$ cat config.mk
export PLATFORM = sky130hd
export DESIGN_NAME = cordic_cos_pipeline
export DESIGN_NICKNAME = d
export VERILOG_FILES = /design/src/rtl/cordic_cos_pipeline_pkg.sv /design/src/rtl/cordic_cos_pipeline_stage.sv /design/src/rtl/cordic_cos_pipeline.sv
export SDC_FILE = /design/constraint.sdc
export NUM_CORES = 2
export LEC_CHECK = 0
export CAP_MARGIN = 10
export CELL_PAD_IN_SITES_DETAIL_PLACEMENT = 1
export CELL_PAD_IN_SITES_GLOBAL_PLACEMENT = 2
export CORE_MARGIN = 3
export CORE_UTILIZATION = 37
export CTS_CLUSTER_SIZE = 40
export DETAILED_ROUTE_END_ITERATION = 6
export DONT_BUFFER_PORTS = 1
export PLACE_DENSITY_LB_ADDON = 0.1
export SLEW_MARGIN = 5
export SYNTH_ARGS = -nofsm -noshare
export SYNTH_HDL_FRONTEND = slang
export SYNTH_SLANG_ARGS = --single-unit
$ cat constraint.sdc
create_clock -name clk -period 15.7 [get_ports clk]
set_input_delay 3.14 -clock clk [delete_from_list [all_inputs] [get_ports clk]]
set_output_delay 3.14 -clock clk [all_outputs]
set_load 0.02 [all_outputs]
$ cat src/rtl/cordic_cos_pipeline_pkg.sv
// Shared constants for the rotation-mode CORDIC cosine pipeline:
// Q2.19 word format, initial x vector, arctangent table and register placement.
package cordic_cos_pipeline_pkg;

  localparam int unsigned WORD_LENGTH  = 21;
  localparam int unsigned FRAC_BITS    = 19;
  localparam int unsigned N_ITERATIONS = 17;
  localparam int unsigned N_REGS       = 5;

  // 1/K pre-scales x so that the outputs need no gain correction
  localparam logic signed [WORD_LENGTH-1:0] X0 = 21'sd318375;

  localparam logic signed [WORD_LENGTH-1:0] ALPHA [0:N_ITERATIONS-1] = '{
    21'sd411775, 21'sd243085, 21'sd128439, 21'sd65198, 21'sd32725, 21'sd16379,
    21'sd8191,   21'sd4096,   21'sd2048,   21'sd1024,  21'sd512,   21'sd256,
    21'sd128,    21'sd64,     21'sd32,     21'sd16,    21'sd8
  };

  localparam int unsigned REG_STAGES [0:N_REGS-1] = '{2, 5, 8, 11, 14};

  function automatic bit is_reg_stage(input int unsigned idx);
    bit hit;
    hit = 1'b0;
    for (int unsigned k = 0; k < N_REGS; k++) begin
      if (REG_STAGES[k] == idx) hit = 1'b1;
    end
    return hit;
  endfunction

endpackage

$ cat src/rtl/cordic_cos_pipeline_stage.sv
// One combinational CORDIC micro-rotation; direction follows the sign of z.
module cordic_stage #(
  parameter int unsigned WIDTH = 21
) (
  input  logic signed [WIDTH-1:0] x,
  input  logic signed [WIDTH-1:0] y,
  input  logic signed [WIDTH-1:0] z,
  input  logic signed [WIDTH-1:0] alpha,
  input  logic        [4:0]       shift,
  output logic signed [WIDTH-1:0] x_next,
  output logic signed [WIDTH-1:0] y_next,
  output logic signed [WIDTH-1:0] z_next
);

  logic signed [WIDTH-1:0] x_shr;
  logic signed [WIDTH-1:0] y_shr;

  always_comb begin
    x_shr = x >>> shift;
    y_shr = y >>> shift;
    if (!z[WIDTH-1]) begin
      x_next = x - y_shr;
      y_next = y + x_shr;
      z_next = z - alpha;
    end else begin
      x_next = x + y_shr;
      y_next = y - x_shr;
      z_next = z + alpha;
    end
  end

endmodule

$ cat src/rtl/cordic_cos_pipeline.sv
// Pipelined CORDIC cos/sin core with a delay-matched IEEE-754 halving side path.
module cordic_cos_pipeline
  import cordic_cos_pipeline_pkg::*;
#(
  parameter int unsigned WORD_LENGTH  = cordic_cos_pipeline_pkg::WORD_LENGTH,
  parameter int unsigned N_ITERATIONS = cordic_cos_pipeline_pkg::N_ITERATIONS
) (
  input  logic                          clk,
  input  logic                          rst,
  input  logic signed [WORD_LENGTH-1:0] z_i,
  input  logic                          valid_i,
  input  logic        [31:0]            fp_i,
  output logic signed [WORD_LENGTH-1:0] cos_o,
  output logic signed [WORD_LENGTH-1:0] sin_o,
  output logic        [31:0]            half_o,
  output logic                          valid_o
);

  logic signed [WORD_LENGTH-1:0] x_in  [0:N_ITERATIONS];
  logic signed [WORD_LENGTH-1:0] y_in  [0:N_ITERATIONS];
  logic signed [WORD_LENGTH-1:0] z_in  [0:N_ITERATIONS];
  logic signed [WORD_LENGTH-1:0] x_out [0:N_ITERATIONS-1];
  logic signed [WORD_LENGTH-1:0] y_out [0:N_ITERATIONS-1];
  logic signed [WORD_LENGTH-1:0] z_out [0:N_ITERATIONS-1];

  assign x_in[0] = X0;
  assign y_in[0] = '0;
  assign z_in[0] = z_i;

  // Iteration i feeds i+1 either directly or through a register bank
  for (genvar i = 0; i < N_ITERATIONS; i++) begin : g_iter
    cordic_stage #(.WIDTH(WORD_LENGTH)) u_stage (
      .x      (x_in[i]),
      .y      (y_in[i]),
      .z      (z_in[i]),
      .alpha  (ALPHA[i]),
      .shift  (5'(i)),
      .x_next (x_out[i]),
      .y_next (y_out[i]),
      .z_next (z_out[i])
    );

    if (is_reg_stage(i)) begin : g_reg
      logic signed [WORD_LENGTH-1:0] x_q, y_q, z_q;
      always_ff @(posedge clk or posedge rst) begin
        if (rst) begin
          x_q <= '0;
          y_q <= '0;
          z_q <= '0;
        end else begin
          x_q <= x_out[i];
          y_q <= y_out[i];
          z_q <= z_out[i];
        end
      end
      assign x_in[i+1] = x_q;
      assign y_in[i+1] = y_q;
      assign z_in[i+1] = z_q;
    end else begin : g_wire
      assign x_in[i+1] = x_out[i];
      assign y_in[i+1] = y_out[i];
      assign z_in[i+1] = z_out[i];
    end
  end

  assign cos_o = x_in[N_ITERATIONS];
  assign sin_o = y_in[N_ITERATIONS];

  logic [31:0] half_val;
  logic [7:0]  fp_exp;

  always_comb begin
    fp_exp   = fp_i[30:23];
    half_val = fp_i;
    if (fp_exp == 8'd255) begin
      half_val = fp_i;
    end else if (fp_exp >= 8'd2) begin
      half_val[30:23] = fp_exp - 8'd1;
    end else if (fp_exp == 8'd1) begin
      half_val = {fp_i[31], 8'd0, 1'b1, fp_i[22:1]};
    end else begin
      half_val = {fp_i[31], 8'd0, 1'b0, fp_i[22:1]};
    end
  end

  logic [31:0] half_pipe  [0:N_REGS-1];
  logic        valid_pipe [0:N_REGS-1];

  always_ff @(posedge clk or posedge rst) begin
    if (rst) begin
      for (int unsigned k = 0; k < N_REGS; k++) begin
        half_pipe[k]  <= '0;
        valid_pipe[k] <= 1'b0;
      end
    end else begin
      half_pipe[0]  <= half_val;
      valid_pipe[0] <= valid_i;
      for (int unsigned k = 1; k < N_REGS; k++) begin
        half_pipe[k]  <= half_pipe[k-1];
        valid_pipe[k] <= valid_pipe[k-1];
      end
    end
  end

  assign half_o  = half_pipe[N_REGS-1];
  assign valid_o = valid_pipe[N_REGS-1];

endmodule

==> results.cfg <==
[grt]
antenna_found_initial = 3
grtUsageTotal_pct = 21.4
grt_overflow = 0
first_global_vias = 51800
grt_max_degree = 80
grt_first_pass_wirelength_um = 284000

[synth]
syn_nets = 8095
yosys-top-cells-area = dfrtp_1 (20%), ha_1 (20%), xnor2_1 (9.5%)
avgSynthCellArea_um2 = 8.25
yosysMostFrequentCell = ha_1
yosys_warnings = 0
yosys.area.top_type = dfrtp_1
synthArstFlopShare_pct = 100
ys_types = 109
netlist_area_um2 = 58300
synth_edf_count = 0
synth_ff_type = dfrtp_1
ys_seq_area_share_pct = 20.0
synth_cells = 7072
netlist_top_cells_count = ha_1 (924), nor2_1 (647), xnor2_1 (630), a21oi_1 (569), inv_1 (474)
ys_ff_latch = 466
yosys.area.top_type_share_pct = 20.0

[floorplan]
die-area_um2 = 162000
die_w_um = 403
core_um2 = 156000
num_rows = 145
initial_utilization_pct = 37.3
die_y_um = 403
io_pins = 131

[flow_run]
maxCapViolations = 0

[cells_and_area]
final_util_pct = 40.0
fin_nets = 8060
synthToLayoutAreaGrowth_pct = 7.33
fill_cells = 18700
drive_gt1_share_pct = 4.36

[timing]
worst_clock_skew_ns = 0.0490
maxClockFrequency_mhz = 84.4
maxSlewHeadroom_pct = 21.2
fin_crit_sh_pct = 75.5
drv_slew = 0
finalSetupTns_ns = 0
setup_viol = 0
final_hold_viol_count = 0
tightest_slew_ns = 1.15
period_needed_ns = 11.85
rsz0062_at_grt = false

[setup_path]
critPathKind = reg2reg
cp-start-kind = register
ff2ff_path_depth = 42
worst_path_max_delay_cell = dfrtp_1
slowest_delay_ns = 0.85
cp.arrival_ns = 12.40
required_ns = 16.25
worstPathMaxFanout = 20
end_kind = register

[cts]
ctsHoldBuffers = 0
cts_resized = 0
clockRootBuffer = clkbuf_16
worstSkewPairLatency_ns = 0.67
cts_max_level = 2
cts_tree = built
cts_inserted_buffers = 57
clkTransAtPathRegs_ns = 0.08
cts.sinks = 466
post_cts_buffers = 0
clockBufferDepth = 3

[routing]
drc = 0
finalWirelength_um = 177000
vias = 50200
drt_first_pass_iters = 5
ant_nets = 0
drt_iter0_markers = 2117
via_per_inst = 5.49
routedWlPerCell_um = 19.3

[min_path]
hold_path_depth = 0
hp-class = reg2reg

[place]
port_buffers = 0
dpl.hpwl_um = 148000
place.gp.congestion = 0.837

[status]
status = finished, final reports clean
## layout make-up
cell class / count / area, µm² / share of cell area [%]
clock buffers: 69 / 1530 / 2.45
repair buffers: 34 / 255 / 0.408
multi-input cells: 6000 / 44300 / 70.8
diodes: 5 / 12.5 / 0.0200
clock inverters: 33 / 473 / 0.756
inverters: 478 / 1800 / 2.87
well taps: 2058 / 2570 / 4.11
flip-flops and latches: 466 / 11700 / 18.6
## stage by stage
step	instances	hold slack (ns)	cell area (µm²)	setup slack [ns]
finish	9143	0.335	62600	3.85
detailed placement	9036	0.336	60600	3.88
CTS	9138	0.332	62600	3.84
global route	9140	0.348	62600	2.70
floorplan	7072	0.331	58300	5.04
global placement	9036	0.331	60600	4.37
## routing by layer
layer / vias to the layer above / global-route usage [%] / part of all wire (%)
li1: 25200 / - / -
met1: 24400 / 27.9 / 47
met2: 418 / 38.3 / 49
met3: 139 / 1.94 / 2.3
met4: 0 / 4.34 / 1.9
met5: - / 0 / 0
## worst max-delay path, delay by kind of cell, from the launching register on
kind | cells | cell delay, ns
AOI/OAI and AO/OA | 16 | 3.74
xor gates and xnor gates | 4 | 0.84
adders and majority gates | 5 | 1.67
buffers and inverters | 1 | 0.55
DFF | 1 | 0.85
and+or+nand+nor | 16 | 4.08
## flip-flops by register name, indices dropped and copies added, names as in the netlist
signal and cells:
valid_o 1, half_pipe 128, g_iter.g_reg.z_q 93, half_o 32, valid_pipe 4, g_iter.g_reg.y_q 105
g_iter.g_reg.x_q 103
## cells by family (layout without fill, tap and decap cells)
| logic type | after synthesis | in the layout | synth area share [%] |
|---|---|---|---|
| other cells | 0 | 5 | 0 |
| xor+xnor | 908 | 908 | 13.9 |
| buf+inv | 606 | 614 | 4.12 |
| fa+ha+maj | 967 | 967 | 21.3 |
| compound gates | 2035 | 2035 | 22.6 |
| simple gates | 2011 | 2011 | 16.6 |
| mux | 79 | 79 | 1.48 |
| flops | 466 | 466 | 20.0 |
## final timing paths
kind,slack [ns],from,endpoint
worst max-delay path,3.85,g_iter[11].g_reg.z_q[20],g_iter[14].g_reg.y_q[20]
worst min-delay path,0.33,half_pipe[128],half_pipe[96]
worst max register to register,3.85,g_iter[11].g_reg.z_q[20],g_iter[14].g_reg.y_q[20]
worst min register to register,0.33,half_pipe[128],half_pipe[96]
max in group asynchronous,10.06,rst,g_iter[8].g_reg.y_q[13]
min in group asynchronous,2.21,rst,half_o[20]
## placed cells by master (no fill, tap or decap), types with 24 or more instances in the layout
cell type    n
a21o_1     203
nand2_1    429
o211ai_1    52
o21bai_1    84
nand4_1     25
or4_1       28
and2_1      50
mux2i_1     24
a31oi_1     73
nor2_1     647
xnor2_1    630
o21a_1     127
o31ai_1     60
o41ai_1     27
nand3_1    138
o2111ai_1   25
ha_1       924
o31a_1      31
or3_1       70
clkbuf_16   57
mux2_2      51
or2_2       53
a21boi_0    62
a211oi_1    62
nand2b_1   105
dfrtp_1    466
nor4_1      41
a21oi_1    568
o21ai_0    430
buf_4       34
and3_1      52
xor2_1     267
fa_1        43
nor3_1     184
inv_1      473
nor2b_1    115
Power is not shown: default switching activity piles up to over one toggle a cycle in this logic, so the estimate is an artifact.
